`config.mk`:
```
export PLATFORM = sky130hd
export DESIGN_NAME = cmov_regfile
export DESIGN_NICKNAME = d
export VERILOG_FILES = /design/src/rtl/mini_risc_pkg.sv /design/src/rtl/cmov_wb_gate.sv /design/src/rtl/cmov_regfile.sv
export SDC_FILE = /design/constraint.sdc
export NUM_CORES = 2
export LEC_CHECK = 0
export CAP_MARGIN = 5
export CORE_MARGIN = 10
export CORE_UTILIZATION = 50
export CTS_CLUSTER_DIAMETER = 50
export DETAILED_ROUTE_END_ITERATION = 7
export PLACE_DENSITY = 0.74
export SETUP_SLACK_MARGIN = 0.3
export SYNTH_ARGS = -nofsm -noshare
export SYNTH_HDL_FRONTEND = slang
export SYNTH_SLANG_ARGS = --single-unit
```
`constraint.sdc`:
```
create_clock -name clk -period 2.6 [get_ports clk]
set_clock_uncertainty 0.05 [all_clocks]
set_input_delay 0.26 -clock clk [delete_from_list [all_inputs] [get_ports clk]]
set_output_delay 0.26 -clock clk [all_outputs]
set_load 0.05 [all_outputs]
```
`src/rtl/mini_risc_pkg.sv`:
```
// ----------------------------------------------------------------------------
// mini_risc_pkg
//   Constants shared by the Mini RISC register file and the move/conditional-
//   move comparator.
//   Contents:
//     OP_MOVE, OP_CMOV  move-class opcodes
//     REG_ADDR_W        register index width
//     DATA_W            datapath width
//     wb_class_e        write-back class of an opcode
//     wb_class()        opcode -> write-back class decode
// ----------------------------------------------------------------------------
package mini_risc_pkg;

    localparam logic [5:0] OP_MOVE    = 6'b110000;
    localparam logic [5:0] OP_CMOV    = 6'b110001;
    localparam int         REG_ADDR_W = 5;
    localparam int         DATA_W     = 32;

    typedef enum logic [1:0] {
        WB_NORMAL = 2'd0,
        WB_MOVE   = 2'd1,
        WB_CMOV   = 2'd2
    } wb_class_e;

    function automatic wb_class_e wb_class(input logic [5:0] op);
        wb_class_e c;
        c = WB_NORMAL;
        if (op == OP_MOVE) c = WB_MOVE;
        if (op == OP_CMOV) c = WB_CMOV;
        return c;
    endfunction

endpackage

```
`src/rtl/cmov_wb_gate.sv`:
```
// ----------------------------------------------------------------------------
// cmov_wb_gate
//   Combinational write-back gate: decodes the move class of the current
//   opcode, decides whether the write actually lands, and flags a CMOV write
//   that was blocked by the comparator.
//   Ports:
//     rst           in   synchronous reset (blocks all commits while high)
//     opcode        in   current instruction opcode
//     reg_write     in   write-back request from main control
//     wr_addr       in   destination register index
//     cmov          in   comparator result, 1 = move permitted
//     wr_commit     out  write lands this cycle
//     suppress_evt  out  a CMOV write was blocked this cycle
// ----------------------------------------------------------------------------
module cmov_wb_gate
    import mini_risc_pkg::*;
#(
    parameter int ADDR_W = REG_ADDR_W
) (
    input  logic              rst,
    input  logic [5:0]        opcode,
    input  logic              reg_write,
    input  logic [ADDR_W-1:0] wr_addr,
    input  logic              cmov,
    output logic              wr_commit,
    output logic              suppress_evt
);

    wb_class_e cls;
    logic      move_class;

    always_comb begin
        cls          = wb_class(opcode);
        move_class   = (cls == WB_MOVE) || (cls == WB_CMOV);
        wr_commit    = reg_write && (wr_addr != '0) && (!move_class || cmov) && !rst;
        // Only CMOV counts; a blocked MOVE is a comparator fault, not a policy event.
        // The destination index plays no part in counting.
        suppress_evt = reg_write && (cls == WB_CMOV) && !cmov && !rst;
    end

endmodule

```
`src/rtl/cmov_regfile.sv`:
```
// ----------------------------------------------------------------------------
// cmov_regfile
//   General-purpose register file for the single-cycle Mini RISC core.
//   Two combinational read ports, one write port gated by the CMOV
//   comparator, and a saturating count of suppressed CMOV writes.
//   R0 reads as zero and ignores writes.
//   Configuration macro: REGFILE_BYPASS_EN
//     defined   : a read of the register being written returns wr_data in
//                 the same cycle (write-through)
//     undefined : the read returns the stored value; new data shows next cycle
//   Ports:
//     clk           in   core clock, posedge
//     rst           in   synchronous active-high reset
//     rs_addr       in   read port A index
//     rt_addr       in   read port B index
//     rs_data       out  read port A data
//     rt_data       out  read port B data
//     opcode        in   current instruction opcode
//     reg_write     in   write-back request
//     wr_addr       in   destination index
//     wr_data       in   write-back value
//     cmov          in   comparator result, 1 = move permitted
//     wr_commit     out  this cycle's write lands (combinational)
//     suppress_cnt  out  saturating count of blocked CMOV writes
// ----------------------------------------------------------------------------
module cmov_regfile #(
    parameter int DATA_W = mini_risc_pkg::DATA_W,
    parameter int NREGS  = 32,
    parameter int ADDR_W = mini_risc_pkg::REG_ADDR_W,
    parameter int CNT_W  = 16
) (
    input  logic              clk,
    input  logic              rst,
    input  logic [ADDR_W-1:0] rs_addr,
    input  logic [ADDR_W-1:0] rt_addr,
    output logic [DATA_W-1:0] rs_data,
    output logic [DATA_W-1:0] rt_data,
    input  logic [5:0]        opcode,
    input  logic              reg_write,
    input  logic [ADDR_W-1:0] wr_addr,
    input  logic [DATA_W-1:0] wr_data,
    input  logic              cmov,
    output logic              wr_commit,
    output logic [CNT_W-1:0]  suppress_cnt
);

    logic [DATA_W-1:0] regs [NREGS];
    logic              suppress_evt;

    cmov_wb_gate #(
        .ADDR_W (ADDR_W)
    ) u_wb_gate (
        .rst          (rst),
        .opcode       (opcode),
        .reg_write    (reg_write),
        .wr_addr      (wr_addr),
        .cmov         (cmov),
        .wr_commit    (wr_commit),
        .suppress_evt (suppress_evt)
    );

    // wr_commit is never set for index 0, so regs[0] is only ever cleared;
    // the read path forces zero regardless.
    always_ff @(posedge clk) begin
        if (rst) begin
            regs <= '{default: '0};
        end else if (wr_commit) begin
            regs[wr_addr] <= wr_data;
        end
    end

    always_ff @(posedge clk) begin
        if (rst) begin
            suppress_cnt <= '0;
        end else if (suppress_evt && (suppress_cnt != '1)) begin
            suppress_cnt <= suppress_cnt + 1'b1;
        end
    end

    function automatic logic [DATA_W-1:0] read_port(input logic [ADDR_W-1:0] addr);
        logic [DATA_W-1:0] v;
        v = regs[addr];
`ifdef REGFILE_BYPASS_EN
        if (wr_commit && (addr == wr_addr)) v = wr_data;
`endif
        if (rst || (addr == '0)) v = '0;
        return v;
    endfunction

    always_comb begin
        rs_data = read_port(rs_addr);
        rt_data = read_port(rt_addr);
    end

endmodule
```
==> reports/qor.csv <==
stage,metric,value,unit
run_status,status,"finished, violations left",
run_status,violations,"DRC, setup timing",
pwr,intPower,27.66,mW
timing,hold_viol,0,
setup_path,r2r_start,suppress_cnt[1],
synth,syn_inst,5860,
floorplan,dieArea,116000,um^2
pwr,switchingPower,8.957,mW
timing,max_slew_margin,19.80,%
setup_path,worstPathCellList,mux4_2 -> o211ai_1 -> nand4_1 -> buf_12,
floorplan,ios,138,
placed_design,globalplace.congestion,0.9568,
synth,synth_area_leader_cell,dfxtp_1,
clocking,cts_tree,built,
hold_path,hold_path_depth,3,
clocking,cts_buffers,113,
global_route,grt_start_max_net_pins,235,
setup_path,required,2.29,ns
clocking,cts_buffer_depth,3,
timing,post-route-min-period,2.872,ns
timing,worst_slew_pin_slew,1.203,ns
synth,syn_avg_cell_area,8.771,um^2
routing,drc_errors,2,
pwr,ir_drop,588.0,uV
setup_path,cp_top_family,multiplexers,
floorplan,rows,117,
routing,first_iter_violations,8706,
setup_path,worstSetupStartpoint,regs[165],
global_route,grt_pass1_vias,47900,
global_route,grt_pass1_wl,298700,um
pwr,switching_share,24.46,%
synth,synthArstFlopShare,0,%
routing,wire_per_inst,27.61,um
pwr,combPwrFrac,7.7,%
synth,yosys_warnings,0,
clocking,clkTransAtPathRegs,0.06,ns
pwr,clkPwrFrac,48.5,%
clocking,root_buffer,clkbuf_16,
setup_path,crit_path_end,rt_data[5],
synth,yosysTopAreaCellShare,40.47,%
setup_path,crit_type,register to output pin,
setup_path,setup.worst_path.start_class,register,
clocking,cts.sinks,1039,
setup_path,end_kind,output pin,
routing,firstDrtPassIters,8,
timing,fin_crit_sh,110.5,%
pwr,power_frac_seq,43.8,%
setup_path,slowest_delay,0.48,ns
synth,ys_seq_area_share,40.47,%
setup_path,crit_fanout,3,
synth,netlist_area,51400,um^2
synth,synth_area_leaders,"dfxtp_1 (40%), mux4_2 (19%), nand2_1 (15%)",
placed_design,pre_cts_ws,-0.09905,ns
placed_design,dp_hpwl,131800,um
floorplan,fp.dieW,340.6,um
pwr,p_per_area,582.7,nW/um^2
global_route,antenna_found_initial,12,
timing,drv_slew,0,
floorplan,coreArea,101900,um^2
routing,via_per_inst,6.693,
timing,fmax,0.3482,GHz
synth,yosysUniqueCellTypes,42,
routing,wirelength,203600,um
setup_path,reg2reg_depth,7,
hold_path,worstHoldPathType,input port to register,
setup_path,timing.reg2reg.setup_slack,0.64,ns
clocking,insertion_delay,0.72,ns
routing,ant_nets,0,
synth,ys_ff_latch,1039,
final_layout,nets,5963,
routing,vias,49360,
run,max_cap_violations,0,
floorplan,dieHeight,340.6,um
placed_design,io_buffer_count,137,
setup_path,crit_slowest_cell,mux4_2,
floorplan,start_util,50.45,%
timing,setup_violations,41,
setup_path,path_buf_inv,1,
synth,synth_nets,5918,
pwr,p_leak,20.89,nW
setup_path,worstPathArrival,2.56,ns
placed_design,place_inst,7141,
timing,fin_ws,-0.2720,ns
timing,rsz0062_at_grt,yes,
final_layout,drive_gt1_share,22.53,%
global_route,grt.total_usage,33.56,%
setup_path,path_depth,4,
clocking,htree_levels,3,
setup_path,r2r-end,suppress_cnt[9],
final_layout,area_delta_synth_final,22.28,%
synth,synthFlopType,dfxtp_1,
final_layout,stdcell_count,7374,
global_route,grt.overflow.total,0,
synth,synth_edf_count,0,
## cells by family (layout without fill, tap and decap cells)
| group | after synthesis | count (layout) | share of synthesized area, % |
|---|---|---|---|
| compound gates | 1323 | 1323 | 14.64 |
| xor+xnor | 13 | 13 | 0.2215 |
| fa+ha+maj | 1 | 1 | 0.02434 |
| buf+inv | 623 | 765 | 5.076 |
| flops | 1039 | 1039 | 40.47 |
| mux | 598 | 598 | 21.99 |
| other cells | 0 | 4 | 0 |
| simple gates | 2263 | 2263 | 17.58 |
## stage by stage
step	TNS, ns	instance area [um^2]	total power, mW	hold WS (ns)	util [%]
after floorplan	0	51540	17.91	0.3460	-
after global placement	-1.995	58090	19.05	0.3985	57.01
after detailed placement	-1.737	58090	19.08	0.4068	57.01
after CTS	-2.026	62700	36.46	0.1088	61.54
after global routing	-3.421	62840	37.25	0.1417	61.68
final	-3.469	62850	36.62	0.1310	61.69
## placed cells by master (no fill, tap or decap), types with 25 or more instances in the layout
cell type,instances
nand2_1,2001
a21oi_1,994
dfxtp_1,936
mux4_2,425
buf_12,254
a22oi_1,223
buf_4,207
mux2i_1,173
clkbuf_16,117
dfxtp_2,103
nand4_1,68
a22oi_2,52
clkdlybuf4s50_1,49
o211ai_1,45
and2_2,33
nor2b_1,31
nand2_2,27
nand3_1,25
## cell usage after synthesis, types with 7 or more instances
master and number:
nor3b_1 7, a22oi_1 275, mux4_2 425, buf_2 171, buf_1 66, nor2_1 29, nand4_1 68, buf_4 13
o211ai_1 45, and2_0 22, xnor2_1 13, mux2i_1 173, nand3_1 25, nor2b_1 33, clkbuf_1 368, dfxtp_1 1039
and2_1 11, nand2_1 2028, nor3_1 9, a21oi_1 994
## how the worst min path moves through the flow
stage,start,end
detailed placement,regs[773],regs[773]
CTS,rst,regs[391]
global placement,regs[344],regs[344]
finish,rst,regs[992]
floorplan,wr_data[0],regs[0]
global route,rst,regs[256]
## final cells by class
type | instances | area [um^2]
tap | 1368 | 1712
timing repair buffer | 549 | 7587
antenna | 4 | 10.01
inverter | 4 | 15.01
sequential | 1039 | 20930
clock buffer | 147 | 3191
fill | 8016 | 39040
clock inverter | 65 | 912.1
multi-input combinational | 4198 | 28490
## power by group through the flow
| stage | Clock [mW] | Combinational [mW] | Sequential [mW] |
|---|---|---|---|
| after floorplan | 0 | 1.55 | 16.4 |
| after global placement | 0 | 2.68 | 16.4 |
| after detailed placement | 0 | 2.70 | 16.4 |
| after CTS | 17.7 | 2.74 | 16.0 |
| after global routing | 18.3 | 2.90 | 16.0 |
| final | 17.8 | 2.83 | 16.0 |
## layer usage
metal / up-vias / wire [um] / global-route usage, %
met1: 23510 / 68320 / 40.27
met2: 4016 / 86990 / 49.22
met5: - / 304 / 0.4580
li1: 20640 / - / -
met4: 22 / 16930 / 24.04
met3: 1173 / 31070 / 12.54
## registers in the layout, indices dropped and copies added, names as in the netlist
name / flops
suppress_cnt: 16
regs: 1023
## tightest hold or removal path, cell delays in order
cell and delay, ns:
buf_8 0.14, buf_12 0.27, nor2b_1 0.16
## what timing repair did
item                       4_1_cts  5_1_grt
setup endpoints to repair       72     1074
gates cloned                     2        0
hold buffers                     1        0
setup buffers                   11        3
resized for setup              139       54
pin swaps                       79       40
hold endpoints to repair        15        0
Note: power is estimated with default switching activity, not from simulation.
